[src/rtl/mem_req_packer.sv]
// Credit-gated request packer: serialises read/write requests into a
// header beat plus write data beats for the credit buffer write side.
module mem_req_packer #(
    parameter int DEPTH = 1024,
    parameter int WIDTH = 32,
    parameter int CW    = $clog2(DEPTH) + 1
) (
    input  logic             re_clk,
    input  logic             re_reset_n,
    input  logic             req_valid,
    output logic             req_ready,
    input  logic             req_write,
    input  logic [3:0]       req_len,
    input  logic [WIDTH-6:0] req_addr,
    input  logic             wdata_valid,
    output logic             wdata_ready,
    input  logic [WIDTH-1:0] wdata,
    input  logic [CW-1:0]    re_credit,
    output logic             re_valid,
    output logic [WIDTH-1:0] data_in,
    output logic             busy
);

    typedef enum logic {
        IDLE,
        DATA
    } state_t;

    state_t           state;
    state_t           state_nx;
    logic [3:0]       cnt;
    logic [3:0]       cnt_nx;
    logic             valid_nx;
    logic [WIDTH-1:0] data_nx;
    logic [CW:0]      need;
    logic             accept;
    logic [WIDTH-1:0] header;

    assign header = {req_write, req_len, req_addr};
    assign busy   = (state == DATA);

    // A registered beat not yet seen by the buffer still consumes a credit.
    always_comb begin
        need = (CW+1)'(1) + (CW+1)'(re_valid);
        if (req_write) begin
            need = need + (CW+1)'(req_len) + (CW+1)'(1);
        end
    end

    always_comb begin
        state_nx    = state;
        cnt_nx      = cnt;
        valid_nx    = 1'b0;
        data_nx     = data_in;
        req_ready   = 1'b0;
        wdata_ready = 1'b0;
        accept      = 1'b0;
        unique case (state)
            IDLE: begin
                req_ready = re_reset_n && ({1'b0, re_credit} >= need);
                accept    = req_valid && req_ready;
                if (accept) begin
                    valid_nx = 1'b1;
                    data_nx  = header;
                    if (req_write) begin
                        state_nx = DATA;
                        cnt_nx   = req_len;
                    end
                end
            end
            DATA: begin
                wdata_ready = re_reset_n;
                if (wdata_valid) begin
                    valid_nx = 1'b1;
                    data_nx  = wdata;
                    if (cnt == 4'd0) begin
                        state_nx = IDLE;
                    end else begin
                        cnt_nx = cnt - 4'd1;
                    end
                end
            end
        endcase
    end

    always_ff @(posedge re_clk or negedge re_reset_n) begin
        if (!re_reset_n) begin
            state    <= IDLE;
            cnt      <= 4'd0;
            re_valid <= 1'b0;
            data_in  <= '0;
        end else begin
            state    <= state_nx;
            cnt      <= cnt_nx;
            re_valid <= valid_nx;
            data_in  <= data_nx;
        end
    end

endmodule

[config.mk]
export PLATFORM = sky130hd
export DESIGN_NAME = mem_req_packer
export DESIGN_NICKNAME = d
export VERILOG_FILES = /design/src/rtl/mem_req_packer.sv
export SDC_FILE = /design/constraint.sdc
export NUM_CORES = 1
export LEC_CHECK = 0
export ABC_AREA = 1
export BUFFER_PORTS_ARGS = -buffer_cell sky130_fd_sc_hd__buf_2
export CORE_UTILIZATION = 45
export DETAILED_ROUTE_END_ITERATION = 6
export PLACE_DENSITY_LB_ADDON = 0.15
export SYNTH_ARGS = -nofsm -noshare
export SYNTH_HDL_FRONTEND = slang
export SYNTH_SLANG_ARGS = --single-unit
[constraint.sdc]
create_clock -name re_clk -period 5.2 [get_ports re_clk]
set_input_delay 0.52 -clock re_clk [delete_from_list [all_inputs] [get_ports re_clk]]
set_output_delay 0.52 -clock re_clk [all_outputs]
set_load 0.05 [all_outputs]
==> impl_metrics.toml, run 1 <==
[timing]
tns_ns = 0
hold_violations = 0
fin_crit_ns = 3.19
finalCritPeriodShare_pct = 61.4
rsz0062_at_grt = "no"
final_max_slew_viol_count = 0
fin_worst_skew_ns = 0.00585
finalSetupViolations = 0
fmax_ghz = 0.313
relSlewSlack_pct = 41.6
tightest_slew_ns = 0.876

[power]
p_clk_share_pct = 11.1
leakagePower_nw = 1.85
power_density_nw_per_um2 = 633
sw_frac_of_total_pct = 56.0
p_sw_mw = 1.06
p_seq_share_pct = 26.9
combPwrFrac_pct = 62.0
vdd_drop_max_mv = 0.322
intPower_uw = 830

[logic_synthesis]
synth_cell_types = 23
synth_top_area_cell = "dfrtp_1"
seq_area_frac_synth_pct = 41.3
synth_top_family_by_area = "simple AND/OR/NAND/NOR gates"
synth_fa_ha_area_share_pct = 5.21
synth_xor_area_share_pct = 0.380
ys_top_cells_by_area = "dfrtp_1, nand2_1, nand3_1"
yosys.area_share.simple_pct = 43.5
synth_area_um2 = 2300
ys_seq_elements = 38
synthMuxAreaShare_pct = 0
synth.avg_cell_area_um2 = 6.82
synth_compound_area_share_pct = 2.99
netlist.area_leader.share_pct = 41.3
synth_nets = 426
yosysWarnings = 0
syn_inst = 338

[drt]
wl_per_cell_um = 11.3
vias = 2426
drc = 0
detail-route-antenna-nets = 0
wirelength_um = 5800
first_iter_violations = 108
drt-pass1-iter-count = 4
viasPerCell = 4.73

[critical_path]
crit_family = "adder cells"
slowest_stage = "dfrtp_1"
path_max_fanout = 4
startpoint_type = "flip-flop"
cp_num_buf_inv = 1
critPathRequiredTime_ns = 4.68
slowest_delay_ns = 0.43
end_kind = "primary output"
crit_chain = "ha_1, fa_1, a21oi_1, o21ai_0, ha_1, nand2_1, o21bai_1, nand3_1, nand2_1, nor2_1, buf_2"
cp.arrival_ns = 2.67
reg2reg_slack_ns = 2.01
critPathKind = "flip-flop to primary output"

[layout]
final_common_cell = "nand2_1"
drive_gt1_share_pct = 29.1
diodes = 0
final_cell_mix = "nand2_1, buf_2, nand3_1"
nets = 533
area_growth_pct = 29.3
stdcell_count = 513

[placement]
dpl.hpwl_um = 4120
place_inst = 505
gp_congestion = 0.774
port_buffers = 114

[clocking]
clock_path_buffers = 2
cts_sinks = 38
cts_buffers = 5
clkTransAtPathRegs_ns = 0.07
htreeDepth = 2
cts_root_buffer = "clkbuf_8"
tritoncts = "built"
post_cts_buffers = 0
cts-resized-gates = 0
worstSkewPairLatency_ns = 0.29
cts-hold-fix-buffers = 0

[floorplanning]
die_w_um = 73.6
die_area_um2 = 5410
initial_core_util_pct = 47.8
pin_count = 115
placementRows = 25
die_h_um = 73.6
fp.coreArea_um2 = 4820

[grt]
grt_pass1_wl_um = 9320
antenna_found_initial = 0
grt_max_degree = 41
grt_pass1_vias = 2132
overflow = 0
grt_use_total_pct = 22.3

[hold_path]
hold_path.class = "input port to async pin"

[run]
drv_cap = 0

[status]
status = "complete, no violations"
## logic make-up (layout without fill, tap and decap cells)
family | after synthesis | count (layout)
compound gates | 12 | 12
xor+xnor | 1 | 1
fa+ha+maj | 9 | 9
buf+inv | 33 | 141
flops | 38 | 38
simple gates | 245 | 245
## path summary, 6_finish.rpt
path                                 start     endpoint  depth (start not counted)
worst max-delay path              re_valid    req_ready                         11
worst min-delay path            re_reset_n  data_in[29]                          1
worst max register to register    re_valid       cnt[2]                         12
worst min register to register      cnt[1]       cnt[1]                          2
max in group asynchronous       re_reset_n  data_in[31]                          1
min in group re_clk                 cnt[1]       cnt[1]                          2
## synth_stat cells, drive strengths merged
cell type	n
a21oi	3
buf	10
clkbuf	6
dfrtp	38
fa	1
ha	8
inv	17
nand2	190
nand3	42
nand4	1
nor2	11
o211ai	1
o21ai	7
o21bai	1
or2	1
xor2	1
## state kept, by name, summed over array words and instances, names as in the netlist
| register | count |
|---|---|
| data_in | 32 |
| cnt | 4 |
| busy | 1 |
| re_valid | 1 |
## through the flow
step,hold WS [ns],instance area (um2),util (%),power (mW),setup WS (ns)
finish,0.348,2980,61.8,1.89,2.01
global route,0.432,2980,61.8,2.03,1.72
detailed placement,0.464,2880,59.9,1.69,1.79
global placement,0.459,2880,59.9,1.67,1.89
CTS,0.381,2980,61.8,1.90,1.96
floorplan,0.224,2300,-,1.42,1.90
## layout make-up
cell class	instances	area, um2
Fill cell	502	1840
Multi-Input combinational cell	267	1200
Sequential cell	38	951
Timing Repair Buffer	116	586
Tap cell	67	83.8
Clock buffer	6	82.6
Inverter	17	63.8
Clock inverter	2	12.5
## power by group through the flow
stage / sequential [mW] / combinational [mW] / clock (mW)
after floorplan: 0.936 / 0.483 / 0
after global placement: 0.513 / 1.16 / 0
after detailed placement: 0.511 / 1.18 / 0
after CTS: 0.508 / 1.18 / 0.216
after global routing: 0.523 / 1.28 / 0.225
final: 0.508 / 1.17 / 0.210
## per-layer routing
layer,share of wire (%),GRT usage (%)
met5,0,0
met3,5.8,5.35
met1,44,28.0
met4,1.5,7.05
met2,49,37.8
## worst register-to-register path, stage by stage, from the launching register on
cell	delay (ns)
dfrtp_1	0.43
ha_1	0.23
fa_1	0.41
a21oi_1	0.14
o21ai_0	0.10
ha_1	0.28
nand2_1	0.06
o21bai_1	0.15
nand3_1	0.14
nand4_4	0.44
nand2_4	0.51
nand3_1	0.14
nand2_1	0.10
No activity file was read; power rests on OpenSTA's default activity.
==> run 2, diff against run 1 <==
- clock period: 5.2 -> 3 ns (I/O delays scaled with it)
==> impl_metrics.toml, run 2 (same netlist as run 1, synthesis figures left out) <==
[floorplanning]
die_h_um = 73.6
die_w_um = 73.6
die_area_um2 = 5410
initial_core_util_pct = 47.8
fp.coreArea_um2 = 4820
pin_count = 115
placementRows = 25

[power]
intPower_mw = 1.53
leakagePower_nw = 1.87
sw_frac_of_total_pct = 54.5
p_sw_mw = 1.83
combPwrFrac_pct = 60.5
p_clk_share_pct = 13.0
p_seq_share_pct = 26.4
vdd_drop_max_mv = 0.558
power_density_nw_per_um2 = 1110

[drt]
detail-route-antenna-nets = 0
vias = 2447
drt-pass1-iter-count = 4
drc = 0
wirelength_um = 5740
top_layer = "met4"
routed-wl-met2_um = 2700
wl_met1_um = 2620
viasPerCell = 4.76
wl_per_cell_um = 11.2
wl_met3_um = 372
first_iter_violations = 131

[critical_path]
critPathRequiredTime_ns = 2.70
slowest_stage = "dfrtp_1"
crit_chain = "ha_1, fa_1, a21oi_1, o21ai_0, ha_1, nand2_1, nor2_1, nor2_1, nand3_2, nand2_1, nor2_2, buf_4"
cp.arrival_ns = 2.53
path_max_fanout = 4
startpoint_type = "flip-flop"
slowest_delay_ns = 0.42
end_kind = "primary output"
critPathKind = "flip-flop to primary output"

[layout]
final_common_cell = "nand2_1"
regMostFlops = "data_in"
drive_gt1_share_pct = 29.8
final_cell_mix = "nand2_1, buf_2, nand3_1"
largest_register_ffs = 32
largest_registers = "data_in: 32 flops, cnt: 4 flops"
fill_cells = 459
area_growth_pct = 31.5
nets = 535
diodes = 0

[placement]
port_buffers = 114
gp_congestion = 0.811
dpl.hpwl_um = 4100
dpl_worst_slack_ns = 0.159

[clocking]
clkTransAtPathRegs_ns = 0.07
post_cts_buffers = 0
worstSkewPairLatency_ns = 0.29
cts_root_buffer = "clkbuf_8"
cts_sinks = 38
htreeDepth = 2
tritoncts = "built"
clock_path_buffers = 2
cts_buffers = 5

[grt]
grt_use_total_pct = 22.9
overflow = 0
grt_pass1_vias = 2251
grt_pass1_wl_um = 9580
grt_max_degree = 40
antenna_found_initial = 0

[timing]
finalSetupViolations = 0
rsz0062_at_grt = "yes"
fin_worst_skew_ns = 0.00365
finalCritPeriodShare_pct = 94.2
fin_hold_ws_ns = 0.0679
tightest_slew_ns = 0.597
finalWorstSetupSlack_ns = 0.175
fin_crit_ns = 2.83
relSlewSlack_pct = 60.1
hold_violations = 0
final_max_slew_viol_count = 0
fmax_ghz = 0.354

[run]
drv_cap = 0

[status]
status = "complete, no violations"

[hold_path]
hold_path.class = "input port to async pin"
[run 2: timing repair]
action                                  CTS  global route
hold buffers                              0             0
endpoints found under the setup margin    0            22
gates resized for setup                   0             4
[run 2: critical path: cells and delay by family (launching register included)]
family | cells | cell delay (ns)
adder cells (fa/ha/maj) | 3 | 0.87
AND/OR/NAND/NOR | 6 | 0.52
flip-flops | 1 | 0.42
AO/OA/AOI/OAI | 2 | 0.23
buffers and inverters | 1 | 0.20
[run 2: power by group through the flow]
stage | logic (mW) | registers (mW) | clock network (mW)
after floorplan | 0.840 | 1.62 | 0
after global routing | 2.25 | 0.913 | 0.473
after detailed placement | 2.04 | 0.888 | 0
after global placement | 2.01 | 0.885 | 0
after CTS | 2.04 | 0.888 | 0.454
final | 2.03 | 0.888 | 0.438
[run 2: routing by layer]
metal	up-vias	track usage, %
li1	1267	-
met1	1090	28.4
met2	86	39.1
met3	4	5.90
met4	0	6.62
met5	-	0
[run 2: worst paths after layout]
kind	from	endpoint	slack [ns]	depth (start not counted)
worst max-delay path	re_valid	req_ready	0.17	12
worst min-delay path	re_reset_n	re_valid	0.07	2
worst max register to register	re_valid	data_in[20]	0.32	11
worst min register to register	cnt[3]	cnt[3]	0.47	2
max in group asynchronous	re_reset_n	data_in[19]	2.58	2
min in group re_clk	req_addr[24]	data_in[24]	0.30	5
[run 2: stage by stage]
stage | total power, mW | area, um2 | instances | setup TNS [ns] | util (%)
3_3_place_gp | 2.90 | 2900 | 507 | 0 | 60.2
6_report | 3.36 | 3030 | 514 | 0 | 62.9
2_1_floorplan | 2.46 | 2310 | 338 | 0 | -
4_1_cts | 3.38 | 3010 | 514 | 0 | 62.6
3_5_place_dp | 2.93 | 2900 | 507 | 0 | 60.2
5_1_grt | 3.63 | 3030 | 514 | -0.0286 | 62.9
[run 2: layout make-up]
cell class	count	area, um2	share of cell area (%)
Tap cell	67	83.8	2.77
Sequential cell	38	951	31.4
Clock buffer	6	82.6	2.73
Timing Repair Buffer	118	603	19.9
Inverter	17	63.8	2.11
Multi-Input combinational cell	267	1220	40.1
Clock inverter	1	30.0	0.991
